`src/rtl/alarm_ctrl.sv`:
```
// Alarm sequencer: detects the alarm-time match, arms/disarms, rings with a
// 1 s on / 1 s off beep, handles bounded snooze and auto-silences on timeout.
module alarm_ctrl #(
  parameter int RING_SECS  = 60,
  parameter int SNOOZE_MIN = 5,
  parameter int MAX_SNOOZE = 3
) (
  input  logic        clk,
  input  logic        reset,
  input  logic        sec_tick,
  input  logic [19:0] curr_time,
  input  logic [19:0] alarm_time,
  input  logic        arm_btn,
  input  logic        snooze_btn,
  input  logic        stop_btn,
  output logic        armed,
  output logic        ringing,
  output logic        buzzer,
  output logic        snoozing,
  output logic [2:0]  snooze_left
);

  localparam logic [7:0] RING_LAST  = 8'(RING_SECS - 1);
  localparam logic [9:0] SNZ_LAST   = 10'(SNOOZE_MIN * 60 - 1);
  localparam logic [2:0] SNZ_RELOAD = 3'(MAX_SNOOZE);

  typedef enum logic [1:0] {
    DISARMED = 2'd0,
    ARMED    = 2'd1,
    RINGING  = 2'd2,
    SNOOZE   = 2'd3
  } state_t;

  state_t     state;
  logic [7:0] ring_cnt;
  logic [9:0] snz_cnt;
  logic       beep_phase;
  logic       match_q;
  logic       match_prev;
  logic       trigger;

  function automatic logic [7:0] sat_inc8(input logic [7:0] v);
    return (v == 8'hFF) ? v : v + 8'd1;
  endfunction

  function automatic logic [9:0] sat_inc10(input logic [9:0] v);
    return (v == 10'h3FF) ? v : v + 10'd1;
  endfunction

  // Trigger fires once on the rising edge of the registered equality,
  // so holding the time at the match value never retriggers.
  assign trigger = match_q & ~match_prev;

  // Match detector: registered equality plus its one-cycle delay.
  always_ff @(posedge clk or posedge reset) begin
    if (reset) begin
      match_q    <= 1'b0;
      match_prev <= 1'b0;
    end else begin
      match_q    <= (curr_time == alarm_time);
      match_prev <= match_q;
    end
  end

  // Alarm state machine with ring/snooze counters; buttons outrank ticks.
  always_ff @(posedge clk or posedge reset) begin
    if (reset) begin
      state       <= DISARMED;
      ring_cnt    <= 8'd0;
      snz_cnt     <= 10'd0;
      beep_phase  <= 1'b0;
      snooze_left <= SNZ_RELOAD;
    end else begin
      case (state)
        DISARMED: begin
          if (arm_btn) state <= ARMED;
        end
        ARMED: begin
          if (arm_btn) begin
            state <= DISARMED;
          end else if (trigger) begin
            state       <= RINGING;
            snooze_left <= SNZ_RELOAD;
            ring_cnt    <= 8'd0;
            beep_phase  <= 1'b1;
          end
        end
        RINGING: begin
          if (arm_btn) begin
            state <= DISARMED;
          end else if (stop_btn) begin
            state <= ARMED;
          end else if (snooze_btn && (snooze_left != 3'd0)) begin
            state       <= SNOOZE;
            snooze_left <= snooze_left - 3'd1;
            snz_cnt     <= 10'd0;
          end else if (sec_tick) begin
            ring_cnt   <= sat_inc8(ring_cnt);
            beep_phase <= ~beep_phase;
            if (ring_cnt == RING_LAST) state <= ARMED;
          end
        end
        SNOOZE: begin
          if (arm_btn) begin
            state <= DISARMED;
          end else if (stop_btn) begin
            state <= ARMED;
          end else if (sec_tick) begin
            if (snz_cnt == SNZ_LAST) begin
              state      <= RINGING;
              ring_cnt   <= 8'd0;
              beep_phase <= 1'b1;
            end else begin
              snz_cnt <= sat_inc10(snz_cnt);
            end
          end
        end
        default: state <= DISARMED;
      endcase
    end
  end

  // Moore outputs decoded straight from the state register.
  assign armed    = (state != DISARMED);
  assign ringing  = (state == RINGING);
  assign snoozing = (state == SNOOZE);
  assign buzzer   = ringing & beep_phase;

endmodule

```
`config.mk`:
```
export PLATFORM = sky130hd
export DESIGN_NAME = alarm_ctrl
export DESIGN_NICKNAME = d
export VERILOG_FILES = /design/src/rtl/alarm_ctrl.sv
export SDC_FILE = /design/constraint.sdc
export NUM_CORES = 1
export LEC_CHECK = 0
export BUFFER_PORTS_ARGS = -buffer_cell sky130_fd_sc_hd__buf_2
export CAP_MARGIN = 20
export CORE_AREA = 2 2 67 69
export DETAILED_ROUTE_END_ITERATION = 10
export DIE_AREA = 0 0 69 71
export GPL_ROUTABILITY_DRIVEN = 0
export PLACE_DENSITY_LB_ADDON = 0.15
export RECOVER_POWER = 50
export REMOVE_ABC_BUFFERS = 1
export SLEW_MARGIN = 10
export SYNTH_ARGS = -nofsm -noshare
export SYNTH_HDL_FRONTEND = slang
export SYNTH_SLANG_ARGS = --single-unit
```
`constraint.sdc`:
```
create_clock -name clk -period 1.88 [get_ports clk]
set_input_delay 0.282 -clock clk [delete_from_list [all_inputs] [get_ports clk]]
set_output_delay 0.282 -clock clk [all_outputs]
set_load 0.01 [all_outputs]
```
# Word-level counts from Yosys, hierarchy flattened
# Cells that the tools add are included.
# W data, S select, Z words.
dict set report totals {
  regBits 26
  in_bits 46
}
dict set report op_classes {
  addsub 3
  n_eq_ne 28
  mux 51
  n_bitwise 4
  reduce_logical 12
}
# op n
set op_table {}
lappend op_table {{$mux W8} 11}
lappend op_table {{$mux W10} 8}
lappend op_table {{$ne A2 B2 Y1 const B} 13}
lappend op_table {{$mux W2} 12}
lappend op_table {{$pmux W8 S3} 1}
lappend op_table {{$eq A20 B20 Y1} 1}
lappend op_table {{$pmux W10 S2} 1}
lappend op_table {{$mux W3} 5}
lappend op_table {{$reduce_and A12 Y1} 1}
lappend op_table {{$reduce_and A6 Y1} 2}
lappend op_table {{$reduce_and A11 Y1} 1}
lappend op_table {{$add A10 B1 Y10 const B} 1}
lappend op_table {{$eq A10 B10 Y1 const B} 1}
lappend op_table {{$eq A10 B9 Y1 const B} 1}
lappend op_table {{$mux W1} 10}
lappend op_table {{$reduce_and A9 Y1} 1}
lappend op_table {{$add A8 B1 Y8 const B} 1}
lappend op_table {{$eq A8 B6 Y1 const B} 1}
lappend op_table {{$eq A8 B8 Y1 const B} 1}
lappend op_table {{$pmux W2 S4} 1}
lappend op_table {{$pmux W3 S2} 1}
lappend op_table {{$reduce_bool A2 Y1} 3}
lappend op_table {{$reduce_bool A3 Y1} 2}
lappend op_table {{$ne A5 B3 Y1 const B} 1}
lappend op_table {{other kinds (13)} 17}

# Longest topological paths before layout
# Gate-level depths: netlist of the first run.
dict set report depth {
  depth_word 7
  depth_mapped 8
  ltp_nobuf 7
}

# Worst setup path after synthesis of the first run
# No wires, ideal clock.
dict set report synth_timing {
  path_kind {register -> register}
  startpoint {register snooze_left[0]}
  endpoint {register snz_cnt[3]}
  arrival_time_ns 1.753
  path_slack_ns 0.050
  path_stages_with_launch 8
  period_less_slack_ns 1.830
  path_cell_list {dfstp_2 > inv_1 > ha_1 > nand2b_1 > nand4_4 > o2bb2ai_1 > or4_1 > o21ai_1}
}
dict set report synth_via {
  elab_chain_cells 4
}
# item line
set synth_lines {}
lappend synth_lines {{start, declared} 20} ;# output logic [2:0] snooze_left
lappend synth_lines {{start signal, assigned} 95} ;# snooze_left <= snooze_left - 3'd1;
lappend synth_lines {{$reduce_bool A3 Y1} 93} ;# end else if (snooze_btn && (snooze_left != 3'd0)) begin
lappend synth_lines {{$logic_and A1 B1 Y1} 93}
lappend synth_lines {{$ne A2 B1 Y1 (no line)} -}
lappend synth_lines {{$reduce_and A9 Y1 (no line)} -}
lappend synth_lines {{end signal, assigned} 114} ;# snz_cnt <= sat_inc10(snz_cnt);
lappend synth_lines {{end, declared} 36} ;# logic [9:0] snz_cnt;
# No other way between the ends.
# A chain may end at the register's enable or synchronous reset.

# Final worst setup path of the first run
dict set report layout_timing {
  startpoint {register snooze_left[1]}
  endpoint {register ring_cnt[4]}
}
dict set report layout_via {
  elab_chain_cells 4
}
# item line
set layout_lines {}
lappend layout_lines {{$reduce_bool A3 Y1} 93}
lappend layout_lines {{$logic_and A1 B1 Y1} 93}
lappend layout_lines {{$ne A2 B2 Y1 (no line)} -}
lappend layout_lines {{$reduce_and A12 Y1 (no line)} -}
lappend layout_lines {{end signal, assigned} 98} ;# ring_cnt <= sat_inc8(ring_cnt);
lappend layout_lines {{end, declared} 35} ;# logic [7:0] ring_cnt;
# No other way between the ends.

==> results of run 1 <==
## per-layer routing
metal | vias to the layer above | track usage
li1 | 910 | -
met3 | 6 | 0.02564
met1 | 850 | 0.2232
met5 | - | 0
met2 | 62 | 0.3451
met4 | 0 | 0.02832
## worst max-delay path by stage
stage,startpoint,end,slack [ns],cells past startpoint
floorplan,snooze_left[0],snz_cnt[3],-0.13,7
global placement,snooze_left[0],state[1],0.06,7
detailed placement,snooze_left[0],ring_cnt[0],0.006,7
CTS,snooze_left[0],snz_cnt[3],0.02,7
global route,snooze_left[1],ring_cnt[2],-0.006,8
finish,snooze_left[1],ring_cnt[4],0.11,8
## cells in the mapped netlist (all sizes together) (2+ instances only)
master	instances	share of area
o31ai	2	0.0080
nand3	11	0.035
a21oi	11	0.029
nor3b	4	0.016
nor2	21	0.046
a31o	2	0.0093
nand2b	2	0.0067
nand4	8	0.035
and4	3	0.014
o21ai	8	0.021
a2bb2oi	2	0.013
a41oi	2	0.0093
xor2	12	0.056
and3	6	0.020
a21o	4	0.017
nor2b	2	0.011
o22a	2	0.0093
o41ai	2	0.013
ha	4	0.027
a31oi	11	0.037
buf	8	0.029
and2	2	0.0067
nor4	4	0.013
dfrtp	24	0.32
nand2	14	0.029
nor3	2	0.0053
xnor2	9	0.042
or2	2	0.0067
nand3b	3	0.014
inv	11	0.022
dfstp	2	0.028
## registers in the layout, indices dropped and copies added (netlist names)
register	flops
snz_cnt	10
snooze_left	3
state	2
ring_cnt	8
match_q	1
match_prev	1
beep_phase	1
## metrics by stage
| step | TNS (ns) | hold WS (ns) | utilization | total power [mW] |
|---|---|---|---|---|
| after floorplan | -0.1299 | 0.3205 | - | 0.6588 |
| after global routing | -0.008910 | 0.3044 | 0.5682 | 1.147 |
| final | 0 | 0.2822 | 0.5682 | 1.105 |
| after CTS | 0 | 0.06264 | 0.5583 | 1.115 |
| after detailed placement | 0 | 0.3616 | 0.5420 | 0.7466 |
| after global placement | 0 | 0.3577 | 0.5420 | 0.7441 |
## timing repair
action	4_1_cts	5_1_grt
gates resized for setup	2	7
endpoints found under the setup margin	1	11
hold endpoints to repair	0	0
pin swaps	2	4
buffers inserted	1	1
## placed cells by master, fill, tap and decap left out, types with 10 or more instances in the layout
cell type,instances
xor2_1,12
nand2_1,13
buf_4,18
nor2_1,20
inv_1,10
buf_2,52
dfrtp_1,23
a31oi_1,11
a21oi_1,11
## worst max-delay path: cells and delay by family, from the launching register on
kind,cells,cell delay [ns]
buffers and inverters,2,0.22
flip-flops,1,0.55
adder cells (fa/ha/maj),1,0.17
AND/OR/NAND/NOR,2,0.24
AO/OA/AOI/OAI,3,0.48
## kinds of logic after synthesis
family	Yosys count
buf+inv	20
simple gates	87
compound gates	52
fa+ha+maj	4
flops	26
xor+xnor	21
mux	1
## power breakdown
group,total (mW),internal [mW],switching (mW)
combinational,0.154,0.0808,0.0728
clock,0.371,0.187,0.183
sequential,0.580,0.568,0.0126
total,1.10,0.836,0.269
## area by class of cell
type / instances / share of cell area
Inverter: 12 / 0.01938
Clock buffer: 4 / 0.02305
Sequential cell: 26 / 0.2740
Tap cell: 52 / 0.02724
Timing Repair Buffer: 71 / 0.1671
Multi-Input combinational cell: 165 / 0.4893
==> impl_metrics.yaml, run 1 <==
worst_setup_path:
  reg2reg_to: "ring_cnt[4]"
  cp_cell_sequence: "inv_1 -> ha_4 -> nand2b_4 -> nand3b_1 -> a21o_2 -> buf_4 -> a31oi_1 -> a21oi_1"
  reg2regPathDepth: 8
  rr_startpoint: "snooze_left[1]"
  reg2reg_slack_ns: 0.11
  cp_data_arrival_time_ns: 1.93
  endpoint_kind: "flop"
  crit_fanout: 5
  max_stage_delay_ns: 0.55
  criticalPathCategory: "reg -> reg"
  critPathSlowestCell: "dfstp_2"
  startpoint_type: "flop"
  cp_data_required_time_ns: 2.04
sta:
  max_slew_margin: -0.004997
  skew_ns: 0.004853
  setup_slack_ns: 0.1111
  setup_viol: 0
  tightest_slew_ns: 1.507
  hold_violations: 0
  drv_slew: 27
  fmax_ghz: 0.5653
  period_share: 0.9409
  period_minus_slack_ns: 1.769
clock_network:
  root_buffer: "clkbuf_8"
  cts_tree: "done"
  cts_made_buffers: 3
  postCtsHoldBufs: 0
  cts_num_sinks: 26
  h-tree-depth: 1
  worstSkewPairLatency_ns: 0.27
  cts_buffer_depth: 2
  path_clk_slew_ns: 0.10
place:
  hpwl_microns: 3497
  pre_cts_slack_ns: 0.006188
  place_inst: 324
  dpl_cell_area_sq_um: 2278
  io_buffers: 52
synth:
  synth_cells: 211
  yosysWarnings: 0
  synth_async_sr_flop_share: 1.000
  synth_simple_gate_area_frac: 0.2736
  synth-edff-count: 0
  synth-xor-area-share: 0.09787
  ys_seq_area_frac: 0.3475
  synth_compound_area_frac: 0.1957
  synthAdderAreaFrac: 0.02663
  ys.flop_type: "dfrtp_1"
  synth_seq_cells: 26
  netlist_area_sq_um: 1879
  avgSynthCellArea_sq_um: 8.907
  muxShareOfSynthArea: 0.005326
  synth_top_family_by_area: "simple AND/OR/NAND/NOR gates"
  ys_types: 55
cells_and_area:
  num-nets-final: 329
  fin_cells: 330
  drive_above_1_share: 0.3597
  multi_input_area_sq_um: 1169
  seq_area_sq_um: 654.4
  antenna_cells: 0
  area_growth_pct: 27.10
  fill_cells: 407
  final_area_sq_um: 2389
global_routing:
  grt_max_degree: 27
  grt_first_pass_wirelength_microns: 7583
  grt_overflow: 0
  antenna_found_initial: 0
  grt_usage: 0.1820
  grt_pass1_vias: 1789
drt:
  routed_wl_microns: 4508
  vias_per_cell: 5.539
  wl_met3_microns: 269
  drcViolationCount: 0
  drt_iter0_drc: 54
  wire_per_inst_microns: 13.66
  dr_wl_met2_microns: 2267
  vias: 1828
  detail_route.first_pass.iterations: 4
  detail-route-antenna-nets: 0
  highest_layer: "met4"
  wl_met1_microns: 1921
pwr:
  p_leak_nw: 1.115
  cellPowerDensity_nw_per_um2: 462.5
  ir_worst_vdd_v: 0.0002199
die:
  die_h_microns: 71
  die_area_sq_um: 4899
  num_rows: 24
  core-area_sq_um: 4204
  dieWidth_microns: 69
  ios: 53
  start_util: 0.4470
min_path:
  holdPathStages: 4
  min_from: "curr_time[1]"
  hold_path_class: "in -> reg"
  whs_endpoint: "match_q"
flow_run:
  max-cap-violations: 1
status:
  status: "complete, but fails checks"
  failed_checks: "max-capacitance violations, max-slew violations"
Power figures use the tool's default switching activity.
==> inputs of run 2 (changes only) <==
- CELL_PAD_IN_SITES_DETAIL_PLACEMENT: not set -> 1
- CELL_PAD_IN_SITES_GLOBAL_PLACEMENT: not set -> 1
- CORE_AREA: 2 2 67 69 -> 2 2 77 79
- DIE_AREA: 0 0 69 71 -> 0 0 79 81
- SKIP_LAST_GASP: not set -> 1
==> run 2 against run 1 <==
The run now ends clean. Via count increased by 1.1%. Worst hold slack got worse by 0.011 ns. Final cell count increased by 8.2%. Routed wire length increased by 19%. Cell area increased by 4.8%. Clock power increased by 31%. Fmax decreased by 0.86%. Critical path type unchanged.
==> impl_metrics.yaml, run 2 (same netlist as run 1, synthesis figures left out) <==
worst_setup_path:
  cp_cell_sequence: "inv_2 -> ha_2 -> nand2b_4 -> nand3b_1 -> a21o_4 -> and2_4 -> a31oi_4"
  max_stage_delay_ns: 0.56
  rr_startpoint: "snooze_left[0]"
  criticalPathCategory: "reg -> reg"
  endpoint_kind: "flop"
  critPathSlowestCell: "dfstp_2"
  cp_data_arrival_time_ns: 2.00
  startpoint_type: "flop"
  crit_fanout: 7
  path_buf_inv: 1
  crit_family: "flip-flops"
  critPathLaunch: "snooze_left[0]"
  cp_data_required_time_ns: 2.09
die:
  ios: 53
  dieWidth_microns: 79
  start_util: 0.3311
  core-area_sq_um: 5675
  die_area_sq_um: 6399
  die_h_microns: 81
  num_rows: 28
cells_and_area:
  final_common_cell: "buf_2"
  area_growth_pct: 33.16
  largest-register: "snz_cnt"
  final_cell_mix: "51 x buf_2, 23 x dfrtp_1, 22 x buf_4"
  final_area_sq_um: 2502
  fin_cells: 357
  antenna_cells: 0
  num-nets-final: 333
  largest_register_ffs: 10
  top_regs: "snz_cnt: 10 flops, ring_cnt: 8 flops, snooze_left: 3 flops"
  drive_above_1_share: 0.3865
pwr:
  internal-power_uw: 935.9
  cellPowerDensity_nw_per_um2: 489.1
  power.share.combinational: 0.130
  ir_worst_vdd_v: 0.0002560
  pwr-share-seq: 0.474
  p_sw_uw: 288.0
  p_clk_frac: 0.396
  p_leak_nw: 1.141
  switching_share: 0.2353
sta:
  max_slew_margin: 0.04622
  tightest_slew_ns: 1.431
  period_share: 0.9491
  hold_violations: 0
  drv_slew: 0
  setup_viol: 0
  skew_ns: 0.001805
  period_minus_slack_ns: 1.784
  fmax_ghz: 0.5605
global_routing:
  grt_pass1_vias: 1809
  grt_usage: 0.1701
  grt_max_degree: 27
  grt_overflow: 0
  grt_first_pass_wirelength_microns: 8597
  antenna_found_initial: 0
drt:
  wire_per_inst_microns: 15.01
  vias_per_cell: 5.176
  routed_wl_microns: 5357
  vias: 1848
  detail_route.first_pass.iterations: 3
  drt_iter0_drc: 38
  drcViolationCount: 0
  detail-route-antenna-nets: 0
clock_network:
  root_buffer: "clkbuf_8"
  path_clk_slew_ns: 0.10
  cts_made_buffers: 3
  cts_num_sinks: 26
  cts_buffer_depth: 2
  h-tree-depth: 1
  worstSkewPairLatency_ns: 0.28
  cts_tree: "done"
place:
  hpwl_microns: 4338
  dpl_cell_area_sq_um: 2345
  io_buffers: 52
  place_inst: 352
min_path:
  min_from: "curr_time[1]"
  hold_path_class: "in -> reg"
flow_run:
  max-cap-violations: 0
status:
  status: "finished, final reports clean"
==> run 2: repair_timing <==
item	in CTS	in global routing
pin swaps	0	6
buffers inserted	0	1
endpoints found under the hold margin	0	0
setup endpoints to repair	1	18
hold buffers	0	0
gates resized for setup	1	15
==> run 2: final timing paths <==
path	slack [ns]	depth (start not counted)	to
setup / recovery	0.1	7	ring_cnt[0]
hold / removal	0.27	4	match_q
setup reg to reg	0.1	7	ring_cnt[0]
hold reg to reg	0.41	0	match_prev
max in group asynchronous	0.48	3	state[1]
min in group asynchronous	0.47	3	ring_cnt[7]
==> run 2: final cells by class <==
cell class	instances	area, sq um
multi-input cells	165	1209
fillers	712	3173
repair buffers	75	427.9
flip-flops and latches	26	654.4
inverters	12	46.29
clock inverters	1	30.03
well taps	75	93.84
clock buffers	3	41.29
==> run 2: worst reg2reg max path, stage by stage (launching register included) <==
cell and delay, ns:
dfstp_2 0.56, inv_2 0.04, ha_2 0.19, nand2b_4 0.09, nand3b_1 0.19, a21o_4 0.31
and2_4 0.18, a31oi_4 0.16
==> run 2: layer usage <==
metal / vias up / wire length (microns) / global-route usage
met5: - / 0 / 0
met4: 0 / 96 / 0.04655
met3: 9 / 200 / 0.02556
met2: 41 / 2751 / 0.3076
met1: 877 / 2309 / 0.2112
li1: 921 / - / -
==> run 2: power by group through the flow <==
stage | sequential (mW) | combinational (mW) | clock, mW
after floorplan | 0.591 | 0.0683 | 0
after global placement | 0.590 | 0.159 | 0
after detailed placement | 0.590 | 0.162 | 0
after CTS | 0.580 | 0.162 | 0.496
after global routing | 0.582 | 0.179 | 0.520
final | 0.580 | 0.159 | 0.485
==> run 2: stage by stage <==
stage	utilization	power (mW)	setup TNS, ns	setup slack, ns	hold slack, ns
finish	0.4409	1.224	0	0.09573	0.2713
detailed placement	0.4131	0.7525	0	0.006888	0.3666
floorplan	-	0.6588	-0.1299	-0.1299	0.3205
CTS	0.4268	1.239	0	0.0008378	0.05008
global placement	0.4131	0.7496	0	0.05703	0.3604
global route	0.4409	1.281	-0.003866	-0.003866	0.3090
==> inputs of run 3 (changes only) <==
- CORE_AREA: 2 2 77 79 -> 2 2 71 73
- DIE_AREA: 0 0 79 81 -> 0 0 73 75
- clock period: 1.88 -> 2.3 ns (I/O delays scaled with it)
==> run 3 against run 2 <==
Clock-buffer cell count is the same. Sequential cell count is the same. Highest routed layer unchanged. Final cell count shrank 11%. First-iteration DRC count grew 82%. Setup slack gained 0.11 ns. Combinational power shrank 26%. Non-clock buffer count shrank 18. Die area shrank 14%.
==> impl_metrics.yaml, run 3 (same netlist as run 1, synthesis figures left out) <==
cells_and_area:
  largest_register_ffs: 10
  fin_util: 0.4843
  top_regs: "snz_cnt: 10 flops, ring_cnt: 8 flops, snooze_left: 3 flops"
  area_growth_pct: 20.11
  final_common_cell: "buf_2"
  drive_above_1_share: 0.2917
  antenna_cells: 0
  largest-register: "snz_cnt"
  fin_cells: 318
  final_cell_mix: "51 x buf_2, 24 x dfrtp_1, 20 x nor2_1"
  final_area_sq_um: 2257
  num-nets-final: 315
sta:
  setup_viol: 0
  max_slew_margin: 0.3500
  tns_ns: 0
  skew_ns: 0.005653
  rsz0062_at_grt: "no"
  tightest_slew_ns: 0.9749
  period_share: 0.9111
  hold_violations: 0
  period_minus_slack_ns: 2.096
  drv_slew: 0
  fmax_ghz: 0.4772
worst_setup_path:
  crit_end: "snz_cnt[3]"
  reg2reg_slack_ns: 0.20
  criticalPathCategory: "reg -> reg"
  path_depth: 7
  startpoint_type: "flop"
  crit_family: "simple AND/OR/NAND/NOR gates"
  critPathLaunch: "snooze_left[0]"
  critPathSlowestCell: "dfstp_2"
  rr_startpoint: "snooze_left[0]"
  endpoint_kind: "flop"
  cp_data_required_time_ns: 2.51
  cp_data_arrival_time_ns: 2.31
  max_stage_delay_ns: 0.55
  reg2reg_to: "snz_cnt[3]"
  crit_fanout: 8
  reg2regPathDepth: 7
  cp_cell_sequence: "inv_1 -> ha_1 -> nand2b_1 -> nand4_4 -> o2bb2ai_1 -> or4_1 -> o21ai_1"
  path_buf_inv: 1
drt:
  routed_wl_microns: 5286
  drt_iter0_drc: 69
  vias_per_cell: 5.613
  detail-route-antenna-nets: 0
  wire_per_inst_microns: 16.62
  vias: 1785
  drcViolationCount: 0
  detail_route.first_pass.iterations: 4
pwr:
  ir_worst_vdd_v: 0.0002382
  finalPower_uw: 993.8
  cellPowerDensity_nw_per_um2: 440.3
  p_leak_nw: 1.041
die:
  die_area_sq_um: 5475
  die_h_microns: 75
  dieWidth_microns: 73
  core-area_sq_um: 4661
  start_util: 0.4032
  num_rows: 25
  ios: 53
clock_network:
  cts_tree: "done"
  cts_buffer_depth: 2
  h-tree-depth: 1
  cts_num_sinks: 26
  path_clk_slew_ns: 0.10
  worstSkewPairLatency_ns: 0.28
  postCtsHoldBufs: 0
  root_buffer: "clkbuf_8"
  cts_made_buffers: 3
  cts-resized-gates: 0
  post_cts_buffers: 0
place:
  place_inst: 314
  dpl_cell_area_sq_um: 2191
  hpwl_microns: 4118
  io_buffers: 52
global_routing:
  antenna_found_initial: 0
  grt_pass1_vias: 1792
  grt_first_pass_wirelength_microns: 8535
  grt_usage: 0.2010
  grt_max_degree: 18
  grt_overflow: 0
flow_run:
  max-cap-violations: 0
min_path:
  hold_path_class: "in -> async"
status:
  status: "finished, final reports clean"
==> run 3: how the worst min path moves through the flow <==
stage / slack (ns) / endpoint / cells past startpoint
final: 0.03 / ring_cnt[3] / 2
after global routing: 0.09 / ring_cnt[7] / 2
after CTS: 0.05 / ring_cnt[7] / 2
after detailed placement: 0.36 / ring_cnt[7] / 2
after global placement: 0.35 / ring_cnt[7] / 2
after floorplan: 0.37 / match_prev / 0
==> run 3: where the power goes <==
part           switching [mW]  internal [mW]  leakage [nW]  total (mW)
Clock                   0.164          0.233        0.0357       0.398
Combinational          0.0574         0.0604         0.667       0.118
Sequential             0.0142          0.464         0.339       0.478
Total                   0.236          0.758          1.04       0.994
==> run 3: layout make-up <==
| cell class | count | area (sq um) |
|---|---|---|
| flip-flops and latches | 26 | 653.1 |
| multi-input cells | 165 | 1126 |
| well taps | 54 | 67.56 |
| repair buffers | 57 | 292.8 |
| fillers | 583 | 2404 |
| clock inverters | 1 | 30.03 |
| inverters | 12 | 46.29 |
| clock buffers | 3 | 41.29 |
==> run 3: layer usage <==
layer / share of wire / vias to the layer above / track usage
li1: - / 877 / -
met1: 0.45 / 871 / 0.2579
met2: 0.52 / 33 / 0.3584
met3: 0.024 / 4 / 0.02276
met4: 0.0093 / 0 / 0.05556
met5: 0 / - / 0
==> run 3: metrics by stage <==
| step | setup slack, ns | hold slack, ns |
|---|---|---|
| global placement | 0.2873 | 0.3474 |
| CTS | 0.1932 | 0.05177 |
| detailed placement | 0.2242 | 0.3621 |
| global route | 0.08212 | 0.08799 |
| finish | 0.2044 | 0.03463 |
| floorplan | 0.2901 | 0.3669 |
